<file path="config.mk">
export PLATFORM = sky130hd
export DESIGN_NAME = segment_scan_driver
export DESIGN_NICKNAME = d
export VERILOG_FILES = /design/src/rtl/segment_scan_driver.sv
export SDC_FILE = /design/constraint.sdc
export NUM_CORES = 1
export LEC_CHECK = 0
export BUFFER_PORTS_ARGS = -buffer_cell sky130_fd_sc_hd__buf_2
export CORE_MARGIN = 2
export CORE_UTILIZATION = 31
export CTS_CLUSTER_SIZE = 20
export DETAILED_ROUTE_END_ITERATION = 16
export PLACE_DENSITY = 0.51
export SKIP_LAST_GASP = 1
export SYNTH_ARGS = -nofsm -noshare
export SYNTH_HDL_FRONTEND = slang
export SYNTH_SLANG_ARGS = --single-unit
</file>
<file path="constraint.sdc">
create_clock -name clock -period 3.5 [get_ports clock]
set_clock_uncertainty 0.1 [all_clocks]
set_input_delay 0.175 -clock clock [delete_from_list [all_inputs] [get_ports clock]]
set_output_delay 0.175 -clock clock [all_outputs]
set_load 0.05 [all_outputs]
</file>
<file path="src/rtl/segment_scan_driver.sv">
// -----------------------------------------------------------------------------
// segment_scan_driver
//
// Time-multiplexed driver for a common-cathode style 7-segment display made of
// NUM_FIELDS two-digit fields. Each field is a 6-bit binary value (0..63) that
// is shown as two decimal digits: the even digit carries the ones, the odd
// digit carries the tens. One digit is enabled at a time for SCAN_DIV clocks.
// A full pass over all digits is a frame.
//
// The field values come from a shadow register that only reloads at frame
// boundaries, so a value never tears across the digits of one frame. Fields
// can blink (on/off every BLINK_FRAMES frames) and tens digits can be
// suppressed when the value is below 10. All outputs are registered.
//
// Parameters
//   NUM_FIELDS   : number of 6-bit fields, 1..4 (digits = 2*NUM_FIELDS)
//   SCAN_DIV     : clocks each digit stays enabled, >= 2
//   BLINK_FRAMES : frames per blink phase, >= 1
//
// Ports
//   clock      in   system clock, rising edge
//   reset      in   asynchronous active-high reset
//   data_show  in   field k in bits [6k+5:6k], unsigned 0..63
//   blink_mask in   bit k set: field k blinks
//   blank_tens in   suppress tens digits of values below 10
//   dp_mask    in   decimal point enable per digit
//   digit_sel  out  one-hot digit enable, active high
//   segment    out  {g,f,e,d,c,b,a}, active high
//   dp         out  decimal point
//   frame_done out  one-cycle pulse after the last digit of each frame
// -----------------------------------------------------------------------------
module segment_scan_driver #(
    parameter int NUM_FIELDS   = 2,
    parameter int SCAN_DIV     = 1000,
    parameter int BLINK_FRAMES = 32
) (
    input  logic                      clock,
    input  logic                      reset,
    input  logic [6*NUM_FIELDS-1:0]   data_show,
    input  logic [NUM_FIELDS-1:0]     blink_mask,
    input  logic                      blank_tens,
    input  logic [2*NUM_FIELDS-1:0]   dp_mask,
    output logic [2*NUM_FIELDS-1:0]   digit_sel,
    output logic [6:0]                segment,
    output logic                      dp,
    output logic                      frame_done
);

    // -------------------------------------------------------------------------
    // Derived sizes
    // -------------------------------------------------------------------------
    localparam int NUM_DIGITS = 2 * NUM_FIELDS;
    localparam int PRESC_W    = (SCAN_DIV > 1) ? $clog2(SCAN_DIV) : 1;
    localparam int IDX_W      = $clog2(NUM_DIGITS);
    localparam int FIELD_W    = (NUM_FIELDS > 1) ? $clog2(NUM_FIELDS) : 1;
    localparam int FRAME_W    = (BLINK_FRAMES > 1) ? $clog2(BLINK_FRAMES) : 1;

    localparam logic [PRESC_W-1:0] PRESC_LAST = PRESC_W'(SCAN_DIV - 1);
    localparam logic [IDX_W-1:0]   IDX_LAST   = IDX_W'(NUM_DIGITS - 1);
    localparam logic [FRAME_W-1:0] FRAME_LAST = FRAME_W'(BLINK_FRAMES - 1);

    // -------------------------------------------------------------------------
    // Digit to segment pattern, bit order {g,f,e,d,c,b,a}
    // -------------------------------------------------------------------------
    function automatic logic [6:0] seg_decode(input logic [3:0] digit);
        logic [6:0] pattern;
        case (digit)
            4'd0:    pattern = 7'h3F;
            4'd1:    pattern = 7'h06;
            4'd2:    pattern = 7'h5B;
            4'd3:    pattern = 7'h4F;
            4'd4:    pattern = 7'h66;
            4'd5:    pattern = 7'h6D;
            4'd6:    pattern = 7'h7D;
            4'd7:    pattern = 7'h07;
            4'd8:    pattern = 7'h7F;
            4'd9:    pattern = 7'h6F;
            default: pattern = 7'h00;  // unreachable for 0..63 inputs
        endcase
        return pattern;
    endfunction

    // -------------------------------------------------------------------------
    // State
    // -------------------------------------------------------------------------
    logic [PRESC_W-1:0]      presc_q,        presc_d;
    logic [IDX_W-1:0]        idx_q,          idx_d;
    logic [6*NUM_FIELDS-1:0] shadow_q,       shadow_d;
    logic [FRAME_W-1:0]      frame_cnt_q,    frame_cnt_d;
    logic                    blink_phase_q,  blink_phase_d;
    logic                    load_pending_q, load_pending_d;
    logic [NUM_DIGITS-1:0]   digit_sel_q,    digit_sel_d;
    logic [6:0]              segment_q,      segment_d;
    logic                    dp_q,           dp_d;
    logic                    frame_done_q,   frame_done_d;

    // Scan timing
    logic tc;
    logic frame_wrap;

    // Display path for the digit currently addressed by idx_q
    logic [FIELD_W-1:0] field_idx;
    logic [5:0]         field_val;
    logic               field_blink;
    logic               is_tens;
    logic [3:0]         tens;
    logic [5:0]         tens_x10;
    logic [3:0]         ones;
    logic [3:0]         digit_val;
    logic               blank;

    // -------------------------------------------------------------------------
    // Scan counters, shadow load and blink phase
    // -------------------------------------------------------------------------
    always_comb begin
        // NOTE: every signal driven here gets a default first, so no path can
        // leave one unassigned and infer a latch.
        presc_d        = presc_q;
        idx_d          = idx_q;
        shadow_d       = shadow_q;
        frame_cnt_d    = frame_cnt_q;
        blink_phase_d  = blink_phase_q;
        load_pending_d = 1'b0;

        tc         = (presc_q == PRESC_LAST);
        frame_wrap = tc && (idx_q == IDX_LAST);

        if (tc) begin
            presc_d = '0;
            idx_d   = (idx_q == IDX_LAST) ? '0 : idx_q + 1'b1;
        end else begin
            presc_d = presc_q + 1'b1;
        end

        // The shadow only moves between frames, plus once right after reset
        // so the first real frame does not have to wait a whole frame of zeros.
        if (load_pending_q || frame_wrap) begin
            shadow_d = data_show;
        end

        if (frame_wrap) begin
            if (frame_cnt_q == FRAME_LAST) begin
                frame_cnt_d   = '0;
                blink_phase_d = ~blink_phase_q;
            end else begin
                frame_cnt_d   = frame_cnt_q + 1'b1;
            end
        end
    end

    // -------------------------------------------------------------------------
    // Digit content: pick the field, split it into tens/ones, decide blanking
    // -------------------------------------------------------------------------
    always_comb begin
        field_idx   = FIELD_W'(idx_q >> 1);
        is_tens     = idx_q[0];
        field_val   = '0;
        field_blink = 1'b0;
        for (int k = 0; k < NUM_FIELDS; k++) begin
            if (field_idx == FIELD_W'(k)) begin
                field_val   = shadow_q[6*k +: 6];
                field_blink = blink_mask[k];
            end
        end

        // Values top out at 63, so a short compare ladder replaces a divider.
        tens     = 4'd0;
        tens_x10 = 6'd0;
        for (int t = 1; t <= 6; t++) begin
            if (field_val >= 6'(10 * t)) begin
                tens     = 4'(t);
                tens_x10 = 6'(10 * t);
            end
        end
        ones = 4'(field_val - tens_x10);

        digit_val = is_tens ? tens : ones;

        // Tens suppression looks at the shadowed value, the same one being
        // shown, so it can never disagree with the digits on the display.
        blank = (blink_phase_q && field_blink)
             || (is_tens && blank_tens && (field_val < 6'd10));

        // The digit stays enabled while blanked, keeping the scan duty cycle
        // identical for every digit.
        digit_sel_d          = '0;
        digit_sel_d[idx_q]   = 1'b1;
        segment_d            = blank ? 7'h00 : seg_decode(digit_val);
        dp_d                 = !blank && dp_mask[idx_q];
        frame_done_d         = frame_wrap;
    end

    // -------------------------------------------------------------------------
    // Registers
    // -------------------------------------------------------------------------
    // NOTE: sequential state uses non-blocking assignments so every register
    // samples pre-edge values regardless of statement order.
    // NOTE: the shadow is a handful of flops, not a memory, so it is reset
    // along with everything else and the first displayed frame is defined.
    always_ff @(posedge clock or posedge reset) begin
        if (reset) begin
            presc_q        <= '0;
            idx_q          <= '0;
            shadow_q       <= '0;
            frame_cnt_q    <= '0;
            blink_phase_q  <= 1'b0;
            load_pending_q <= 1'b1;
            digit_sel_q    <= '0;
            segment_q      <= '0;
            dp_q           <= 1'b0;
            frame_done_q   <= 1'b0;
        end else begin
            presc_q        <= presc_d;
            idx_q          <= idx_d;
            shadow_q       <= shadow_d;
            frame_cnt_q    <= frame_cnt_d;
            blink_phase_q  <= blink_phase_d;
            load_pending_q <= load_pending_d;
            digit_sel_q    <= digit_sel_d;
            segment_q      <= segment_d;
            dp_q           <= dp_d;
            frame_done_q   <= frame_done_d;
        end
    end

    assign digit_sel  = digit_sel_q;
    assign segment    = segment_q;
    assign dp         = dp_q;
    assign frame_done = frame_done_q;

endmodule

</file>
==> out/qor.csv <==
stage,metric,value,unit
setup_path,Worst Setup End Kind,flip-flop,
sta,Setup Viol. Count Final,0,
drt,met3 wire len,125,um
die,chip height,91.30,um
yosys,largest family of logic cells by synthesized area,simple AND/OR/NAND/NOR gates,
drt,Avg WL per Cell,11.89,um
global_routing,largest net degree at the start of global routing,45,
die,die area,8335,sq um
drt,DR top layer,met4,
yosys,XOR/XNOR Fraction of Synth Area,0.02966,
sta,Fmax,306.3,MHz
clock_tree,Post CTS Setup Buffer Count,0,
sta,setup TNS,0,ns
final_layout,share of post-route cells with drive strength above 1,0.3047,
die,io pins,34,
clock_tree,CTS tree,done,
yosys,Synth Area in Simple Gates,0.1653,
worst_hold_path,worst hold path type,in -> reg,
drt,DRT antenna net count,0,
setup_path,Worst path max stage delay,0.67,ns
status,outcome,"complete, no violations",
yosys,number of synthesized flops with an enable pin,0,
die,Initial Utilization,0.3222,
power_and_ir_drop,NetSw,517.6,uW
sta,max-slew violations,0,
power_and_ir_drop,Combinational Power Share,0.346,
yosys,Yosys top cell by area,dfrtp_1,
yosys,Post-synth ARST share,1.000,
yosys,Synth Cell Area,2362,sq um
setup_path,Crit path max-delay family,flip-flops,
die,Core Area,7331,sq um
placement,GPL Wtd Cong,0.7844,
power_and_ir_drop,Pint,964.6,uW
placement,Port-buffer cells,33,
yosys,top-area cell type share of the netlist area,0.4555,
yosys,"Top FF cell, synth",dfrtp_1,
setup_path,Stages on worst setup path,11,
final_layout,Final Instance Area,2922,sq um
clock_tree,H-tree levels,2,
placement,detailed-placement wirelength estimate,3329,um
power_and_ir_drop,Sequential Power Share,0.391,
final_layout,Area Overhead vs Synth,23.68,%
global_routing,grt ovf,0,
clock_tree,clock tree root driver cell,clkbuf_8,
clock_tree,"CTS clk-pin slew, worst paths",0.08,ns
die,row count,31,
drt,drt first-iter violations,79,
global_routing,antenna violations before repair,0,
final_layout,Nets,313,
clock_tree,CTS buffer count,5,
yosys,post-synthesis adder-cell area fraction,0.08210,
setup_path,Worst Setup Start Kind,flip-flop,
clock_tree,clock latency on the worst-skew pair,0.30,ns
setup_path,CP Max Fanout,10,
run,Max-Cap Viols,0,
clock_tree,Sinks on Clock Net,44,
sta,fin crit period,3.264,ns
drt,DR vias,1717,
drt,Routed met1 length,2308,um
setup_path,Crit path arrival time,3.39,ns
sta,Final WS setup,0.2357,ns
setup_path,crit-path cells,mux2_2 > o21ai_0 > o211ai_1 > and2_1 > ha_1 > fa_1 > o21ai_2 > buf_4 > mux2i_1 > nand3_1 > a21oi_1,
yosys,post-synthesis sequential area ratio,0.4666,
sta,RSZ-0062 raised after global routing,false,
final_layout,Final Core Density,0.3985,
drt,post-DR vias/cell,4.542,
clock_tree,CTS max path bufs,2,
yosys,post-synthesis compound-gate area fraction,0.08369,
die,Die X,91.30,um
yosys,Synth cell types,43,
worst_hold_path,cell depth of the worst min-delay path,2,
power_and_ir_drop,Sw Share,0.3492,
yosys,multiplexer share of the synthesized area,0.1404,
setup_path,Worst Path Required,3.63,ns
power_and_ir_drop,static leakage,0.001347,uW
placement,Setup WS pre-CTS,0.2490,ns
power_and_ir_drop,clock network power share,0.262,
setup_path,critical path class,reg -> reg,
yosys,Post-Synthesis Cells,221,
yosys,Synth Register Bits,44,
yosys,Syn Nets,256,
power_and_ir_drop,pwr/cell area,507.4,nW/um^2
setup_path,Buf/Inv on CP,1,
sta,period utilisation layout,0.9327,
global_routing,GRT Util Overall,0.1134,
final_layout,ANT cells,0,
drt,met2 WL,1971,um
global_routing,vias in the first global route,1656,
drt,number of iterations in the first detailed-routing pass,4,
drt,drt total wl,4493,um
global_routing,first-pass GRT wire length,7569,um
placement,DP Area,2706,sq um
yosys,ranking of synthesized cells by area,"dfrtp_1 (46%), mux2_2 (8.1%), ha_1 (6.9%)",
sta,Final Hold Fails,0,
drt,DRC Markers,0,
sta,max_slew headroom,0.6272,
yosys,Yosys warning total,0,
setup_path,Crit-path slowest cell,dfrtp_1,
sta,worst slew pin tran,0.5566,ns
setup_path,reg2reg path depth,11,
yosys,syn_area_per_cell,10.69,sq um
power_and_ir_drop,VDD IR-drop max,0.0001606,V
final timing paths:
check | from | end | slack (ns)
min | data_show[9] | shadow_q[9] | 0.01
min reg2reg | blink_phase_q | blink_phase_q | 0.38
max in group asynchronous | reset | load_pending_q | 2.47
max reg2reg | idx_q[1] | segment[0] | 0.24
max | idx_q[1] | segment[0] | 0.24
min in group asynchronous | reset | digit_sel[2] | 0.45
state kept, by name, summed over array words and instances, names as in the netlist:
signal	cells
segment	7
blink_phase_q	1
load_pending_q	1
shadow_q	12
presc_q	10
idx_q	2
dp	1
frame_done	1
digit_sel	4
frame_cnt_q	5
synthesized netlist by cell type, types with 2 or more instances:
library cell and number:
nand3_1 14, and3_1 3, a31oi_1 2, nor2b_1 4, nand2_1 21, a21oi_1 9
mux2_2 17, ha_1 13, o211ai_1 3, nor2_1 16, clkbuf_1 2, mux2i_1 7
inv_1 9, o21ai_0 11, xnor2_1 4, o21ai_1 2, buf_6 2, nor3_1 4
nand4_1 7, dfrtp_1 43, and2_1 2, xor2_1 4, mux2_4 2
metal layers:
metal	global-route usage	vias to the layer above
li1	-	886
met3	0.02739	8
met1	0.1549	793
met2	0.1728	30
met5	0	-
met4	0.04545	0
metrics by stage:
| step | std cells | hold slack (ns) | power [uW] |
|---|---|---|---|
| finish | 378 | 0.01201 | 1482 |
| global route | 378 | 0.003852 | 1573 |
| CTS | 377 | 0.00009395 | 1505 |
| detailed placement | 360 | 0.2530 | 1099 |
| global placement | 360 | 0.2427 | 1095 |
| floorplan | 221 | 0.2256 | 973.0 |
cells by family after synthesis:
family,after synthesis
AND/OR/NAND/NOR,78
XOR/XNOR,8
other,1
buffers and inverters,15
AO/OA/AOI/OAI,32
multiplexers,28
adder cells (fa/ha/maj),15
flip-flops,44
area by class of cell:
class,instances,area (sq um)
multi-input cells,162,1191
fillers,718,4409
inverters,10,37.54
clock buffers,5,68.82
flip-flops and latches,44,1102
repair buffers,55,355.3
well taps,99,123.9
clock inverters,3,42.54
power by group through the flow:
stage / combinational, uW / sequential [uW] / clock (uW)
global placement: 504 / 592 / 0
global route: 557 / 586 / 430
detailed placement: 508 / 591 / 0
CTS: 517 / 581 / 407
finish: 514 / 580 / 389
floorplan: 235 / 738 / 0
cell usage in the layout (no fill, tap or decap), drive strengths merged, types with 2 or more instances in the layout:
| cell | synthesis | final |
|---|---|---|
| buf | 3 | 45 |
| dfrtp | 43 | 43 |
| nand2 | 21 | 21 |
| mux2 | 19 | 19 |
| nor2 | 16 | 16 |
| nand3 | 14 | 14 |
| o21ai | 14 | 14 |
| ha | 13 | 13 |
| dlygate4sd3 | 0 | 10 |
| a21oi | 10 | 10 |
| inv | 10 | 9 |
| mux2i | 8 | 8 |
| nand4 | 7 | 7 |
| clkbuf | 2 | 5 |
| nor3 | 5 | 5 |
| xnor2 | 4 | 4 |
| nor2b | 4 | 4 |
| xor2 | 4 | 4 |
| o211ai | 4 | 4 |
| and3 | 3 | 3 |
| and2 | 2 | 2 |
| a31oi | 2 | 2 |
| clkinv | 0 | 2 |
what timing repair did:
item | 4_1_cts | 5_1_grt
setup endpoints to repair | 0 | 2
resized for setup | 0 | 1
hold buffers | 9 | 1
hold endpoints to repair | 51 | 1
No activity file was read; power rests on OpenSTA's default activity.
